<file path="src/rtl/cla_pkg.sv">
// Shared constants and types for the pipelined carry-lookahead adder.
//   GROUP : bits resolved per pipeline stage (4-bit lookahead block)
//   op_e  : operation select, OP_ADD = 0, OP_SUB = 1 (matches the sub pin)
package cla_pkg;

  localparam int GROUP = 4;

  typedef enum logic {
    OP_ADD = 1'b0,
    OP_SUB = 1'b1
  } op_e;

endpackage

</file>
<file path="src/rtl/cla_group.sv">
// 4-bit carry-lookahead block, purely combinational.
// Ports:
//   a, b  : group operands (b already inverted by the caller for subtract)
//   ci    : carry into the group LSB
//   s     : group sum
//   co    : carry out of the group MSB
//   cmsb  : carry into the group MSB, used for signed-overflow detection
module cla_group
  import cla_pkg::*;
(
  input  logic [GROUP-1:0] a,
  input  logic [GROUP-1:0] b,
  input  logic             ci,
  output logic [GROUP-1:0] s,
  output logic             co,
  output logic             cmsb
);

  logic [GROUP-1:0] g;
  logic [GROUP-1:0] p;
  logic [GROUP:0]   c;

  assign g = a & b;
  assign p = a ^ b;

  // Each carry is expanded in terms of ci directly, so no ripple through c[i].
  assign c[0] = ci;
  assign c[1] = g[0] | (p[0] & ci);
  assign c[2] = g[1] | (p[1] & g[0]) | (p[1] & p[0] & ci);
  assign c[3] = g[2] | (p[2] & g[1]) | (p[2] & p[1] & g[0])
              | (p[2] & p[1] & p[0] & ci);
  assign c[4] = g[3] | (p[3] & g[2]) | (p[3] & p[2] & g[1])
              | (p[3] & p[2] & p[1] & g[0]) | (p[3] & p[2] & p[1] & p[0] & ci);

  assign s    = p ^ c[GROUP-1:0];
  assign co   = c[GROUP];
  assign cmsb = c[GROUP-1];

endmodule

</file>
<file path="src/rtl/pipelined_cla_adder.sv">
// Pipelined add/subtract unit: one 4-bit lookahead group resolved per stage,
// latency NGROUP cycles, one result per cycle, stalls as a whole on backpressure.
// Ports:
//   clk, rst              : rising-edge clock, async active-high reset
//   in_valid / in_ready   : operand handshake (in_ready = pipeline advance)
//   a, b, cin, sub        : operands, carry-in (add only), 1 = subtract
//   out_valid / out_ready : result handshake
//   sum, cout, ovf        : result, MSB carry (1 = no borrow on subtract),
//                           two's-complement overflow
module pipelined_cla_adder
  import cla_pkg::*;
#(
  parameter int WIDTH = 16
) (
  input  logic             clk,
  input  logic             rst,
  input  logic             in_valid,
  output logic             in_ready,
  input  logic [WIDTH-1:0] a,
  input  logic [WIDTH-1:0] b,
  input  logic             cin,
  input  logic             sub,
  output logic             out_valid,
  input  logic             out_ready,
  output logic [WIDTH-1:0] sum,
  output logic             cout,
  output logic             ovf
);

  localparam int NGROUP = WIDTH / GROUP;

  op_e              op;
  logic [WIDTH-1:0] b_eff;
  logic             c0;
  logic             adv;

  assign op       = op_e'(sub);
  assign b_eff    = (op == OP_SUB) ? ~b : b;
  assign c0       = (op == OP_SUB) ? 1'b1 : cin;
  assign adv      = ~out_valid | out_ready;
  assign in_ready = adv;

  // Stage k holds: valid, carry out of group k, sum groups 0..k (packed with
  // the newest group on top), and the operand groups not yet processed
  // (shifted down so the next stage always consumes the low GROUP bits).
  for (genvar k = 0; k < NGROUP; k++) begin : stg
    localparam int IW = WIDTH - k * GROUP;
    localparam int SW = (k + 1) * GROUP;

    logic [IW-1:0]    a_in;
    logic [IW-1:0]    b_in;
    logic             c_in;
    logic             v_in;
    logic [GROUP-1:0] gs;
    logic             gco;
    logic             gcm;
    logic             v_q;
    logic             c_q;
    logic [SW-1:0]    s_q;

    if (k == 0) begin : src
      assign a_in = a;
      assign b_in = b_eff;
      assign c_in = c0;
      assign v_in = in_valid;

      always_ff @(posedge clk or posedge rst) begin
        if (rst)      s_q <= '0;
        else if (adv) s_q <= gs;
      end
    end else begin : src
      assign a_in = stg[k-1].ops.a_q;
      assign b_in = stg[k-1].ops.b_q;
      assign c_in = stg[k-1].c_q;
      assign v_in = stg[k-1].v_q;

      always_ff @(posedge clk or posedge rst) begin
        if (rst)      s_q <= '0;
        else if (adv) s_q <= {gs, stg[k-1].s_q};
      end
    end

    cla_group u_grp (
      .a    (a_in[GROUP-1:0]),
      .b    (b_in[GROUP-1:0]),
      .ci   (c_in),
      .s    (gs),
      .co   (gco),
      .cmsb (gcm)
    );

    always_ff @(posedge clk or posedge rst) begin
      if (rst) begin
        v_q <= 1'b0;
        c_q <= 1'b0;
      end else if (adv) begin
        v_q <= v_in;
        c_q <= gco;
      end
    end

    if (IW > GROUP) begin : ops
      logic [IW-GROUP-1:0] a_q;
      logic [IW-GROUP-1:0] b_q;

      always_ff @(posedge clk or posedge rst) begin
        if (rst) begin
          a_q <= '0;
          b_q <= '0;
        end else if (adv) begin
          a_q <= a_in[IW-1:GROUP];
          b_q <= b_in[IW-1:GROUP];
        end
      end
    end

    // Only the top group's MSB carry matters: overflow = carry into MSB ^ carry out.
    if (k == NGROUP - 1) begin : fin
      logic ovf_q;

      always_ff @(posedge clk or posedge rst) begin
        if (rst)      ovf_q <= 1'b0;
        else if (adv) ovf_q <= gcm ^ gco;
      end
    end else begin : mid
      logic gcm_unused;
      assign gcm_unused = gcm;
    end
  end

  assign out_valid = stg[NGROUP-1].v_q;
  assign sum       = stg[NGROUP-1].s_q;
  assign cout      = stg[NGROUP-1].c_q;
  assign ovf       = stg[NGROUP-1].fin.ovf_q;

endmodule

</file>
<file path="config.mk">
export PLATFORM = sky130hd
export DESIGN_NAME = pipelined_cla_adder
export DESIGN_NICKNAME = d
export VERILOG_FILES = /design/src/rtl/cla_pkg.sv /design/src/rtl/cla_group.sv /design/src/rtl/pipelined_cla_adder.sv
export SDC_FILE = /design/constraint.sdc
export NUM_CORES = 1
export LEC_CHECK = 0
export CAP_MARGIN = 20
export CORE_MARGIN = 2
export CORE_UTILIZATION = 68
export CTS_CLUSTER_SIZE = 30
export DETAILED_ROUTE_END_ITERATION = 16
export DONT_BUFFER_PORTS = 1
export PLACE_DENSITY = 0.84
export SKIP_CTS_REPAIR_TIMING = 1
export SLEW_MARGIN = 10
export SYNTH_ARGS = -nofsm -noshare
export SYNTH_HDL_FRONTEND = slang
export SYNTH_SLANG_ARGS = --single-unit
</file>
<file path="constraint.sdc">
create_clock -name clk -period 4.84 [get_ports clk]
set_input_delay 0.968 -clock clk [delete_from_list [all_inputs] [get_ports clk]]
set_output_delay 0.968 -clock clk [all_outputs]
set_load 0.02 [all_outputs]
</file>
* Word level (Yosys, flattened, before mapping)
Index checks and enable logic that the tools add are counted.
** Cells by class
- Div/mod/pow operators :: 0
- Reductions and logical operators :: 0
- Multiply operators :: 0
- Eq/ne operators :: 0
- Add/sub/neg operators :: 0
- Multiplexer cells :: 2
- $lt $le $gt $ge :: 0
- Shifts and indexed selects :: 0
- Bitwise logic cells :: 120
** Operators by type and width (number)
- 1-bit AND :: 64
- 1-bit OR :: 41
- 4-bit XOR :: 8
- 4-bit AND :: 4
- 16-bit two-way mux :: 1
- 16-bit NOT :: 1
- 1-bit two-way mux :: 1
- 1-bit NOT :: 1
- 1-bit XOR :: 1
** Word-level totals
- Memories kept :: 0
- Flip-flop bits (word level) :: 97
- Word-level logic and storage cells :: 141
- RAM bits :: 0
- Output and inout bits :: 20
- Bits in latches :: 0
- Bits in read-only memories :: 0

* Logic depth before layout (Yosys ltp)
- Depth in word-level cells :: 8
- Depth in mapped cells :: 8
- Mapped depth without buffers :: 6

* Hierarchy
Synthesis repeated with hierarchy kept, for this count alone.
** Unflattened totals
- Cells, all modules :: 291
- Area total of the unflattened synthesis :: 4438.0 um2
** Modules (own cells, without submodules)
- pipelined_cla_adder :: area each 3847.4 um2, instances 1, sequential area each 2427.3 um2, cells an instance 227
- cla_group (stg[0].u_grp ...) :: area each 155.1 um2, instances 2, sequential area each 0.0 um2, cells an instance 18
- cla_group (stg[2].u_grp ...) :: area each 140.1 um2, instances 2, sequential area each 0.0 um2, cells an instance 14

* Least setup slack after synthesis
No wires, ideal clock.
- Path kind :: input-to-reg
- From :: in sub
- To :: reg stg[0].c_q
- Path buffers :: 2
- Arrival time :: 2301 ps
- Slack :: 2411 ps
- Cell stages on the path :: 8
- Data required time :: 4713 ps
- Cell sequence :: buf_6 -> buf_6 -> xor2_1 -> ha_1 -> o211ai_1 -> o21ai_2 -> a211oi_1 -> a21oi_1
** Between the ends
- Cells in the longest elaborated chain, start to end :: 7
** RTL lines
- start, declared :: RTL line pipelined_cla_adder.sv:22 : input logic sub,
- 16-bit two-way mux :: RTL line pipelined_cla_adder.sv:38 : assign b_eff = (op == OP_SUB) ? ~b : b;
- 4-bit XOR or 4-bit AND (tied branches) :: RTL line cla_group.sv:24, cla_group.sv:23
- 1-bit AND (on tied branches) :: RTL line cla_group.sv:32, cla_group.sv:33
- 1-bit OR (tied with other cells) :: RTL line cla_group.sv:32 : assign c[4] = g[3] | (p[3] & g[2]) | (p[3] & p[2] & g[1])
- 1-bit OR or 1-bit AND (tied branches) :: RTL line cla_group.sv:32, cla_group.sv:33
- 1-bit OR or 1-bit AND (tied branches) :: RTL line cla_group.sv:33 : | (p[3] & p[2] & p[1] & g[0]) | (p[3] & p[2] & p[1] & p[0] & ci);
- 1-bit OR (*) :: RTL line cla_group.sv:33
- end signal, assigned :: RTL line pipelined_cla_adder.sv:98 : c_q <= gco;
- end, declared :: RTL line pipelined_cla_adder.sv:58 : logic c_q;
Mark *: on every way between the ends. The rest lies on a longest branch, timed or not.
A chain may end at the register's enable or synchronous reset.

* Final worst setup path
- From :: in out_ready
- To :: out in_ready
** Between the ends
- Cells in the longest elaborated chain, start to end :: 1
** RTL lines
- start, declared :: RTL line pipelined_cla_adder.sv:24 : input logic out_ready,
- 1-bit OR :: RTL line pipelined_cla_adder.sv:40 : assign adv = ~out_valid | out_ready;
- end, declared :: RTL line pipelined_cla_adder.sv:18 : output logic in_ready,
No other way between the ends.

==> flow_metrics.py <==
metrics = {
    "worst_hold_path": {
        "whs_path_depth": 2,
        "min_path_type": "flop to flop",
    },
    "route": {
        "wl_mm": 7.11,
        "first_pass_iters": 4,
        "antenna_left": 0,
        "drt-initial-drc-count": 169,
        "num_vias": 2822,
        "wl_per_cell_um": 13.3,
        "viasPerCell": 5.26,
        "drc": 0,
    },
    "setup_path": {
        "max_stage_delay_ns": 0.12,
        "endpoint_kind": "output pin",
        "cp.arrival_ns": 1.16,
        "crit_path_top_delay_cell": "nor2b_4",
        "required_ns": 3.87,
        "cpLargestDelayFamily": "simple AND/OR/NAND/NOR gates",
        "start_kind": "input pin",
        "cp.depth": 2,
        "crit_chain": "nor2b_4 > inv_4",
        "path_class": "input pin to output pin",
        "r2r_cells": 3,
        "critPathBufInv": 1,
        "path_max_fanout": 2,
    },
    "yosys": {
        "synth_xor_area_share_pct": 5.00,
        "ys_seq_area_share_pct": 55.4,
        "syn_nets": 523,
        "synth_cell_type_count": 28,
        "synth_compound_area_share_pct": 7.91,
        "synthAdderAreaFrac_pct": 6.97,
        "ys_seq_elements": 97,
        "synth.area.mux_share_pct": 0.229,
        "synth_top_family_by_area": "simple AND/OR/NAND/NOR gates",
        "syn_area_per_cell_um2": 9.46,
        "synth_area_um2": 4380,
        "postSynthCellCount": 463,
        "ys.flop_type": "dfrtp_1",
        "post_synth_and_or_nand_nor_area_fraction_pct": 20.1,
        "synth_edf_count": 0,
        "yosysWarningCount": 0,
        "async_reset_ff_share_pct": 100,
    },
    "run_status": {
        "status": "completed",
    },
    "floorplanning": {
        "rows": 29,
        "dieArea_um2": 7100,
        "start_util_pct": 69.8,
        "pin_count": 58,
        "die_x_um": 84.3,
        "coreArea_um2": 6280,
        "die_y_um": 84.3,
    },
    "cells_and_area": {
        "diodes": 0,
        "syn2layout_area_growth_pct": 3.51,
        "layout_commonest_cell": "nand2_1",
        "nNetsFinal": 514,
        "layout_common_cells": "215 x nand2_1, 97 x dfrtp_1, 21 x o21ai_0",
        "nFillCells": 481,
        "drive_gt1_share_pct": 5.66,
    },
    "timing": {
        "skew_ns": 0.0155,
        "fmax_mhz": 469,
        "fin_crit_ns": 2.13,
        "post-route-period-util_pct": 44.0,
        "setup_violations": 0,
        "maxSlewHeadroom_pct": 37.0,
        "worstMarginPinSlew_ns": 0.945,
        "tns_ns": 0,
        "rsz0062_at_grt": "false",
        "slew_viol_final": 0,
        "setup_ws_ns": 2.71,
        "hold_violations": 0,
    },
    "clocking": {
        "cts_made_buffers": 9,
        "htree_num_levels": 3,
        "clockBufferDepth": 2,
        "cts_num_sinks": 97,
        "clkLatencyLatePin_ns": 0.37,
        "cts_root_buf": "clkbuf_8",
        "cts_tree": "built",
        "clk_pin_slew_worst_paths_ns": 0.09,
    },
    "pwr": {
        "p_int_w": 0.00181,
        "clkPwrFrac_pct": 17.1,
        "combPwrFrac_pct": 32.1,
        "switchingPower_w": 0.00112,
        "power_density_nw_per_um2": 647,
        "switching_share_pct": 38.3,
        "seqPwrFrac_pct": 50.8,
        "p_leak_nw": 2.29,
        "ir_drop_uv": 349,
    },
    "placement": {
        "io_buffers": 0,
        "gp_congestion": 0.788,
        "hpwl_mm": 4.65,
        "place_ws_ns": 2.56,
    },
    "grt": {
        "antenna_found_initial": 0,
        "grt_pass1_vias": 2694,
        "grt_overflow_total": 0,
        "grt_pass1_wl_mm": 12.3,
        "grt_max_degree": 104,
        "grt_util_all_layers_pct": 22.2,
    },
    "job": {
        "max-cap-violations": 0,
    },
}
[final cells by class]
cell class | instances | area, um2 | area share (%)
Inverter | 7 | 31.3 | 0.690
Timing Repair Buffer | 3 | 22.5 | 0.497
Clock inverter | 5 | 56.3 | 1.24
Sequential cell | 97 | 2430 | 53.5
Multi-Input combinational cell | 336 | 1770 | 39.0
Clock buffer | 11 | 131 | 2.90
Tap cell | 77 | 96.3 | 2.13
[power groups by stage]
stage	combinational [W]	clock [W]	sequential, W
final	0.000940	0.000502	0.00149
after global routing	0.00111	0.000547	0.00154
after global placement	0.000897	0	0.00149
after detailed placement	0.000940	0	0.00151
after floorplan	0.000838	0	0.00145
after CTS	0.000955	0.000514	0.00149
[flip-flops by register name (all words and copies together) (netlist names)]
signal	cells
stg.ops.a_q	24
stg.ops.b_q	24
stg.s_q	24
sum	16
stg.c_q	3
stg.v_q	3
cout	1
out_valid	1
ovf	1
[synthesized netlist by cell type, types with 2 or more instances]
master / number / area (um2)
o21ai_2: 2 / 17.5
o21ai_1: 7 / 35.0
inv_1: 6 / 22.5
ha_1: 18 / 225
a21o_1: 3 / 22.5
a21oi_1: 15 / 75.1
o21ai_0: 21 / 105
buf_4: 7 / 52.6
xnor2_1: 18 / 158
fa_1: 4 / 80.1
nand2_1: 215 / 807
xor2_1: 7 / 61.3
buf_6: 5 / 56.3
o21bai_1: 2 / 15.0
dfrtp_1: 97 / 2430
buf_2: 10 / 50.1
a211oi_1: 6 / 45.0
nor2_1: 10 / 37.5
[logic make-up after synthesis]
logic type	count (synthesis)
adders and majority gates	22
xor gates and xnor gates	25
muxes	1
and+or+nand+nor	229
DFF	97
buffers and inverters	30
AOI/OAI and AO/OA	59
[routing by layer]
metal	vias up	track usage [%]	wire [um]
li1	1441	-	-
met1	1311	30.9	3280
met2	57	33.7	3300
met3	13	5.31	377
met4	0	10.1	147
met5	-	0	0
[path summary, 6_finish.rpt]
check                                       start                            end  slack [ns]
min in group asynchronous                     rst             sum[1]$_DFFE_PP0P_        0.56
setup reg to reg            out_valid$_DFFE_PP0P_  stg[0].ops.b_q[5]$_DFFE_PP0P_        2.97
hold reg to reg            stg[2].v_q$_DFFE_PP0P_         stg[2].v_q$_DFFE_PP0P_        0.47
max in group asynchronous                     rst      stg[1].s_q[2]$_DFFE_PP0P_        3.27
setup / recovery                        out_ready                       in_ready        2.71
hold / removal             stg[2].v_q$_DFFE_PP0P_         stg[2].v_q$_DFFE_PP0P_        0.47
[per-stage QoR]
stage | cells | utilization [%] | total power, W | hold WS [ns] | area [um2]
CTS | 536 | 72.2 | 0.00296 | 0.469 | 4530
global placement | 520 | 69.2 | 0.00239 | 0.445 | 4350
finish | 536 | 72.2 | 0.00293 | 0.465 | 4530
detailed placement | 520 | 69.2 | 0.00245 | 0.448 | 4350
floorplan | 463 | - | 0.00228 | 0.430 | 4380
global route | 536 | 72.2 | 0.00319 | 0.490 | 4530
(Power assumes the default switching activity.)
